`config.mk`:
```
export PLATFORM = sky130hd
export DESIGN_NAME = reservation_station
export DESIGN_NICKNAME = d
export VERILOG_FILES = /design/src/rtl/reservation_station.sv
export SDC_FILE = /design/constraint.sdc
export NUM_CORES = 2
export LEC_CHECK = 0
export ABC_AREA = 1
export CAP_MARGIN = 10
export CORE_UTILIZATION = 45
export CTS_BUF_LIST = sky130_fd_sc_hd__clkbuf_2 sky130_fd_sc_hd__clkbuf_4 sky130_fd_sc_hd__clkbuf_8
export CTS_CLUSTER_DIAMETER = 120
export DETAILED_ROUTE_END_ITERATION = 8
export SLEW_MARGIN = 20
export SYNTH_ARGS = -nofsm -noshare
export SYNTH_HDL_FRONTEND = slang
export SYNTH_SLANG_ARGS = --single-unit
```
`constraint.sdc`:
```
create_clock -name clk -period 3.35 [get_ports clk]
set_clock_uncertainty 0.1 [all_clocks]
set_input_delay 0.8375 -clock clk [delete_from_list [all_inputs] [get_ports clk]]
set_output_delay 0.8375 -clock clk [all_outputs]
set_load 0.05 [all_outputs]
```
`src/rtl/reservation_station.sv`:
```
// reservation_station: DEPTH-entry station with ALU/memory tag wakeup and a registered ALU issue port.
// Define RS_OLDEST_FIRST_EN for age-based issue selection; otherwise the lowest-index ready entry issues.
module reservation_station #(
  parameter int DEPTH = 4
) (
  input  logic        clk,
  input  logic        rst,
  input  logic        flush,
  input  logic [4:0]  op_in,
  input  logic [31:0] value1_in,
  input  logic [31:0] value2_in,
  input  logic [2:0]  query1_in,
  input  logic [2:0]  query2_in,
  input  logic [31:0] imm_in,
  input  logic [2:0]  target_in,
  input  logic [2:0]  alu_num,
  input  logic [31:0] alu_value,
  input  logic [2:0]  mem_num,
  input  logic [31:0] mem_value,
  input  logic        alu_ready,
  output logic        rs_full,
  output logic [4:0]  alu_op,
  output logic [31:0] alu_a,
  output logic [31:0] alu_b,
  output logic [31:0] alu_imm,
  output logic [2:0]  alu_dest
);
  localparam logic [4:0] OP_NONE = 5'b11111;
  localparam int IDX_W = $clog2(DEPTH);

  typedef struct packed {
    logic [2:0]  tag;
    logic [31:0] val;
  } operand_t;

  // ALU broadcast is checked first so it wins when both buses carry the same tag.
  function automatic operand_t resolve(input operand_t o,
                                       input logic [2:0] an, input logic [31:0] av,
                                       input logic [2:0] mn, input logic [31:0] mv);
    operand_t r;
    r = o;
    if (o.tag != 3'd0 && o.tag == an) begin
      r.tag = 3'd0;
      r.val = av;
    end else if (o.tag != 3'd0 && o.tag == mn) begin
      r.tag = 3'd0;
      r.val = mv;
    end
    return r;
  endfunction

  logic [DEPTH-1:0] valid_q, valid_d, ready;
  logic [4:0]       op_q   [DEPTH];
  logic [4:0]       op_d   [DEPTH];
  operand_t         src1_q [DEPTH];
  operand_t         src1_d [DEPTH];
  operand_t         src2_q [DEPTH];
  operand_t         src2_d [DEPTH];
  logic [31:0]      imm_q  [DEPTH];
  logic [31:0]      imm_d  [DEPTH];
  logic [2:0]       dest_q [DEPTH];
  logic [2:0]       dest_d [DEPTH];
`ifdef RS_OLDEST_FIRST_EN
  logic [2:0]       age_q  [DEPTH];
  logic [2:0]       age_d  [DEPTH];
  logic [2:0]       best_age;
`endif

  logic [4:0]  alu_op_q, alu_op_d;
  logic [31:0] alu_a_q, alu_a_d, alu_b_q, alu_b_d, alu_imm_q, alu_imm_d;
  logic [2:0]  alu_dest_q, alu_dest_d;

  logic             sel_found, free_found, issue, dispatch;
  logic [IDX_W-1:0] sel_idx, free_idx;

  assign rs_full  = &valid_q;
  assign issue    = alu_ready && sel_found;
  assign dispatch = (op_in != OP_NONE) && !rs_full && !flush;

  always_comb begin : select
    ready      = '0;
    sel_found  = 1'b0;
    sel_idx    = '0;
    free_found = 1'b0;
    free_idx   = '0;
`ifdef RS_OLDEST_FIRST_EN
    best_age   = '0;
`endif
    for (int i = 0; i < DEPTH; i++) begin
      ready[i] = valid_q[i] && src1_q[i].tag == 3'd0 && src2_q[i].tag == 3'd0;
`ifdef RS_OLDEST_FIRST_EN
      if (ready[i] && (!sel_found || age_q[i] > best_age)) begin
        sel_found = 1'b1;
        sel_idx   = IDX_W'(i);
        best_age  = age_q[i];
      end
`else
      if (ready[i] && !sel_found) begin
        sel_found = 1'b1;
        sel_idx   = IDX_W'(i);
      end
`endif
      if (!valid_q[i] && !free_found) begin
        free_found = 1'b1;
        free_idx   = IDX_W'(i);
      end
    end
  end

  // Free slot comes from registered valid bits, so an entry issuing this cycle is never refilled.
  always_comb begin : next_state
    valid_d    = valid_q;
    op_d       = op_q;
    src1_d     = src1_q;
    src2_d     = src2_q;
    imm_d      = imm_q;
    dest_d     = dest_q;
`ifdef RS_OLDEST_FIRST_EN
    age_d      = age_q;
`endif
    alu_op_d   = OP_NONE;
    alu_a_d    = '0;
    alu_b_d    = '0;
    alu_imm_d  = '0;
    alu_dest_d = 3'd0;
    if (flush) begin
      valid_d = '0;
    end else begin
      for (int i = 0; i < DEPTH; i++) begin
        if (valid_q[i]) begin
          src1_d[i] = resolve(src1_q[i], alu_num, alu_value, mem_num, mem_value);
          src2_d[i] = resolve(src2_q[i], alu_num, alu_value, mem_num, mem_value);
`ifdef RS_OLDEST_FIRST_EN
          if (!(issue && sel_idx == IDX_W'(i)) && age_q[i] != 3'd7)
            age_d[i] = age_q[i] + 3'd1;
`endif
        end
      end
      if (issue) begin
        valid_d[sel_idx] = 1'b0;
        alu_op_d         = op_q[sel_idx];
        alu_a_d          = src1_q[sel_idx].val;
        alu_b_d          = src2_q[sel_idx].val;
        alu_imm_d        = imm_q[sel_idx];
        alu_dest_d       = dest_q[sel_idx];
      end
      if (dispatch) begin
        valid_d[free_idx] = 1'b1;
        op_d[free_idx]    = op_in;
        src1_d[free_idx]  = resolve({query1_in, value1_in}, alu_num, alu_value, mem_num, mem_value);
        src2_d[free_idx]  = resolve({query2_in, value2_in}, alu_num, alu_value, mem_num, mem_value);
        imm_d[free_idx]   = imm_in;
        dest_d[free_idx]  = target_in;
`ifdef RS_OLDEST_FIRST_EN
        age_d[free_idx]   = 3'd0;
`endif
      end
    end
  end

  always_ff @(posedge clk or negedge rst) begin
    if (!rst) begin
      valid_q    <= '0;
      alu_op_q   <= OP_NONE;
      alu_a_q    <= '0;
      alu_b_q    <= '0;
      alu_imm_q  <= '0;
      alu_dest_q <= 3'd0;
    end else begin
      valid_q    <= valid_d;
      alu_op_q   <= alu_op_d;
      alu_a_q    <= alu_a_d;
      alu_b_q    <= alu_b_d;
      alu_imm_q  <= alu_imm_d;
      alu_dest_q <= alu_dest_d;
    end
  end

  // Payload is only meaningful while its valid bit is set, so it needs no reset.
  always_ff @(posedge clk) begin
    op_q   <= op_d;
    src1_q <= src1_d;
    src2_q <= src2_d;
    imm_q  <= imm_d;
    dest_q <= dest_d;
`ifdef RS_OLDEST_FIRST_EN
    age_q  <= age_d;
`endif
  end

  assign alu_op   = alu_op_q;
  assign alu_a    = alu_a_q;
  assign alu_b    = alu_b_q;
  assign alu_imm  = alu_imm_q;
  assign alu_dest = alu_dest_q;
endmodule

```
### After elaboration in Yosys (flattened, before gate mapping)

Index checks and enable logic that the tools add are counted.

* $add $sub $neg: 0
* $mul: 0
* div/mod/pow operators: 0
* magnitude comparators: 7
* equality and inequality tests: 21
* shifts and indexed selects: 0
* multiplexer cells: 101
* bitwise gates (word level): 6
* reductions and logical operators: 70

Operator list (count)
* 2-to-1 mux 35 bit: 41
* 2-to-1 mux 32 bit: 13
* bitwise mux 140 bit: 2
* 2-to-1 mux 140 bit: 2
* binary-select mux 35 bit (select 2 bit): 2
* bitwise mux 128 bit: 1
* demux 35 bit (select 2 bit): 1
* binary-select mux 32 bit (select 2 bit): 1
* demux 32 bit (select 2 bit): 1
* == test 3 bit: 20
* logical AND 1 bit: 40
* nonzero test 3 bit: 10
* 2-to-1 mux 5 bit: 5
* logical NOT 3 bit: 8
* bitwise mux 20 bit: 1
* 2-to-1 mux 4 bit: 4
* 2-to-1 mux 3 bit: 5
* bitwise mux 12 bit: 1
* 2-to-1 mux 1 bit: 11
* binary-select mux 5 bit (select 2 bit): 1
* demux 5 bit (select 2 bit): 1
* logical NOT 1 bit: 10
* 2-to-1 mux 2 bit: 4
* binary-select mux 3 bit (select 2 bit): 1
* other kinds (14): 19

* flip-flop bits (word level): 548
* latch bits: 0
* RAM bits: 0
* bits in read-only memories: 0
* input port bits: 184
* output and inout bits: 105
* word-level logic and storage cells: 239
* memories kept: 0

### Depth between registers and ports, before layout

* depth in word-level cells: 24
* depth in mapped cells: 12
* mapped depth without buffers: 10

### Worst setup path after synthesis

OpenSTA, ideal clock, no wires.

* path kind: input to register
* start: input port flush
* end: register src2_q[23] (netlist bit) (data pin)
* setup time: 251 ps
* arrival time: 9318 ps
* required time: 2999 ps
* setup slack: -6319 ps
* cell stages on the path: 9
* path buffers: 1
* path through: inv_1 -> o21ai_0 -> nor2_1 -> nand2_1 -> inv_1 -> clkbuf_1 -> nand3_1 -> nand2_1 -> inv_1

* cells in the longest elaborated chain, start to end: 3

RTL lines
* start: declaration: line 8 `input logic flush,`
* logical NOT 1 bit: line 78 `assign dispatch = (op_in != OP_NONE) && !rs_full && !flush;`
* logical AND 1 bit: line 78
* 2-to-1 mux 140 bit: line 147 `if (dispatch) begin`
* end signal: assignment: line 183 `src2_q <= src2_d;`
* end: declaration: line 57 `operand_t src2_q [DEPTH];`

No other way between the ends.
A chain may end at the register's enable or synchronous reset.

### Final worst setup path

* start: register valid_q[2]
* end: output port rs_full

* cells in the longest elaborated chain, start to end: 1

RTL lines
* start: declaration: line 52 `logic [DEPTH-1:0] valid_q, valid_d, ready;`
* start signal: assignment: line 170 `valid_q <= valid_d;`
* AND reduction 4 bit: line 76 `assign rs_full = &valid_q;`
* end: declaration: line 21 `output logic rs_full,`

No other way between the ends.

==> results.toml <==
[route]
drcViolationCount = 0
drt-wirelength-per-cell_um = 21.3
routed_wl_um = 142000
postRouteAntennaNets = 0
vias = 36900
vias_per_cell = 5.52
dr.first_iter.drc_count = 4588
first_pass_iters = 6

[timing]
slew_headroom_pct = 34.3
timing.final.max_slew_violations = 0
finalSetupViolations = 0
final_hold_viol_count = 0
tightest_slew_ns = 0.985
rsz0062_at_grt = "no"
max_freq_ghz = 0.313
finalCritPeriodShare_pct = 95.4
min_period_ns = 3.20

[setup_path]
startpoint_type = "flip-flop"
crit_type = "flip-flop to primary output"
r2r_cells = 7
worst_ep_required_time_ns = 2.41
critPathCaptureType = "primary output"
critPathArrivalTime_ns = 2.26
cp_max_fo = 34

[yosys]
yosys_warnings = 0
synth_cells = 5322
ys_seq_area_share_pct = 43.5
ys_seq_elements = 548
syn_area_sq_um = 36600
syn_nets = 5506
avgSynthCellArea_sq_um = 6.87
synth.distinct_cells = 28

[global_route]
grt_pass1_vias = 34800
grt_pass1_wl_um = 214000
grt_overflow = 0
gr-usage-all-layers_pct = 34.1
antenna_found_initial = 3
grt_max_degree = 133

[cells_and_area]
drive_above_1_share_pct = 7.75
final_cells = 6688
design_area_sq_um = 44100
num-fill-cells = 7887
syn2layout_area_growth_pct = 20.5
layout.nets = 5720

[pwr]
swShare_pct = 33.2
power.share.combinational_pct = 25.1
seqPwrFrac_pct = 40.0
peakVddDrop_v = 0.000421
p_sw_w = 0.00704
p_leak_nw = 22.1
p_per_area_nw_per_um2 = 481
p_int_w = 0.0142
clkPwrFrac_pct = 34.9

[placed_design]
globalplace.congestion = 0.909
dpl_cell_area_sq_um = 41800
io_buffers = 288
dp.cells = 6491
hpwl_um = 87500

[cts]
clkSlewWorstSetupHoldPaths_ns = 0.07
cts.repair.resized = 0
cts_max_level = 3
clkLatencyLatePin_ns = 0.75
clock_sinks = 548
cts_tree = "done"
clockBufferDepth = 3
cts_hold_buf = 0
numCtsBuffers = 103
post_cts_buffers = 0
cts_root_buf = "clkbuf_8"

[outcome]
status = "completed"

[floorplan]
io_pins = 289
initial_core_util_pct = 45.5
dieArea_sq_um = 82400
die_h_um = 287
die_w_um = 287
core-area_sq_um = 80400
fp-row-count = 104

[worst_hold_path]
hp-class = "input pin to async pin"

[job]
maxCapViolCount = 0
## cell families after synthesis
logic type | Yosys count | share of synthesized area, %
AND/OR/NAND/NOR | 2724 | 30.8
buffers and inverters | 1231 | 13.4
XOR/XNOR | 58 | 1.39
flip-flops | 548 | 43.5
AO/OA/AOI/OAI | 761 | 10.9
## stage by stage
step                utilization, %  hold slack, ns  TNS (ns)  total power [W]  setup slack [ns]
floorplan                        -           0.338  -1758.28           0.0119             -2.73
global placement              51.9           0.356     -2.81           0.0137           -0.0767
detailed placement            51.9           0.361     -5.35           0.0138           -0.0913
CTS                           54.8          0.0564         0           0.0212             0.134
global route                  54.8           0.101         0           0.0222             0.129
finish                        54.8          0.0348         0           0.0212             0.154
## layout by cell type (no fill, tap or decap), types with 2 or more instances in the layout
cell,n
a21oi_1,342
buf_12,84
buf_4,106
bufinv_16,6
clkbuf_4,34
clkbuf_8,120
clkdlybuf4s50_1,286
clkinv_1,10
clkinv_2,17
clkinvlp_4,3
dfrtp_1,101
dfrtp_4,2
dfstp_2,5
diode_2,2
edfxtp_1,440
inv_1,845
inv_12,3
inv_2,10
inv_4,5
inv_8,2
nand2_1,1848
nand2_2,6
nand3_1,750
nand3_2,10
nor2_1,89
nor2_2,2
nor2_4,3
nor3_1,3
nor3_2,4
nor3_4,4
o211ai_1,64
o21ai_0,337
o21ai_1,5
o22ai_1,12
or2_2,2
xnor2_1,16
xor2_1,42
## path summary, 6_finish.rpt
| path | startpoint | endpoint | slack [ns] |
|---|---|---|---|
| setup / recovery | valid_q[2] | rs_full | 0.15 |
| hold / removal | rst | alu_b[0] | 0.03 |
| setup reg to reg | valid_q[2] | alu_a[4] | 0.60 |
| hold reg to reg | op_q[6] | alu_op[1] | 0.37 |
| max in group asynchronous | rst | valid_q[3] | 2.51 |
| min in group clk | op_q[6] | alu_op[1] | 0.37 |
## flip-flops by register name, summed over array words and instances, names as in the netlist, 12 cells and up
name and cells:
alu_a 32, alu_b 32, alu_imm 32, dest_q 12, imm_q 128, op_q 20
src1_q 140, src2_q 140
## power by group through the flow
stage               Sequential (W)  Combinational [W]  Clock [W]
floorplan                  0.00854            0.00336          0
global placement           0.00859            0.00515          0
detailed placement         0.00860            0.00521          0
CTS                        0.00847            0.00524    0.00748
global route               0.00853            0.00590    0.00776
finish                     0.00848            0.00534    0.00740
## synth_stat cells (all sizes together)
| library cell | count | share of area, % |
|---|---|---|
| a21oi | 342 | 4.7 |
| buf | 158 | 2.3 |
| clkbuf | 210 | 2.3 |
| dfrtp | 103 | 7.0 |
| dfstp | 5 | 0.36 |
| edfxtp | 440 | 36 |
| inv | 863 | 8.9 |
| nand2 | 1856 | 19 |
| nand3 | 761 | 10 |
| nor2 | 94 | 1.0 |
| nor3 | 11 | 0.25 |
| o211ai | 64 | 1.3 |
| o21ai | 343 | 4.7 |
| o22ai | 12 | 0.21 |
| or2 | 2 | 0.034 |
| xnor2 | 16 | 0.38 |
| xor2 | 42 | 1.0 |
## routing by layer
layer | track usage [%] | up-vias | share of wire, %
li1 | - | 17400 | -
met1 | 45.1 | 17000 | 40
met2 | 54.8 | 2139 | 45
met3 | 6.05 | 370 | 10
met4 | 14.7 | 0 | 4.2
met5 | 0 | - | 0
## final cells by class
type | count | area, sq um | area share (%)
Sequential cell | 548 | 15900 | 36.1
Inverter | 863 | 3260 | 7.40
Clock buffer | 154 | 1910 | 4.33
Timing Repair Buffer | 477 | 5350 | 12.1
Tap cell | 1060 | 1330 | 3.01
Multi-Input combinational cell | 3543 | 15900 | 36.1
Clock inverter | 41 | 409 | 0.928
Antenna cell | 2 | 5.00 | 0.0114
## worst max-delay path: stages (launching register included)
cell,delay (ns)
dfrtp_4,0.73
nand3_1,0.22
nor2_1,0.38
buf_12,0.20
Power figures use the tool's default switching activity.
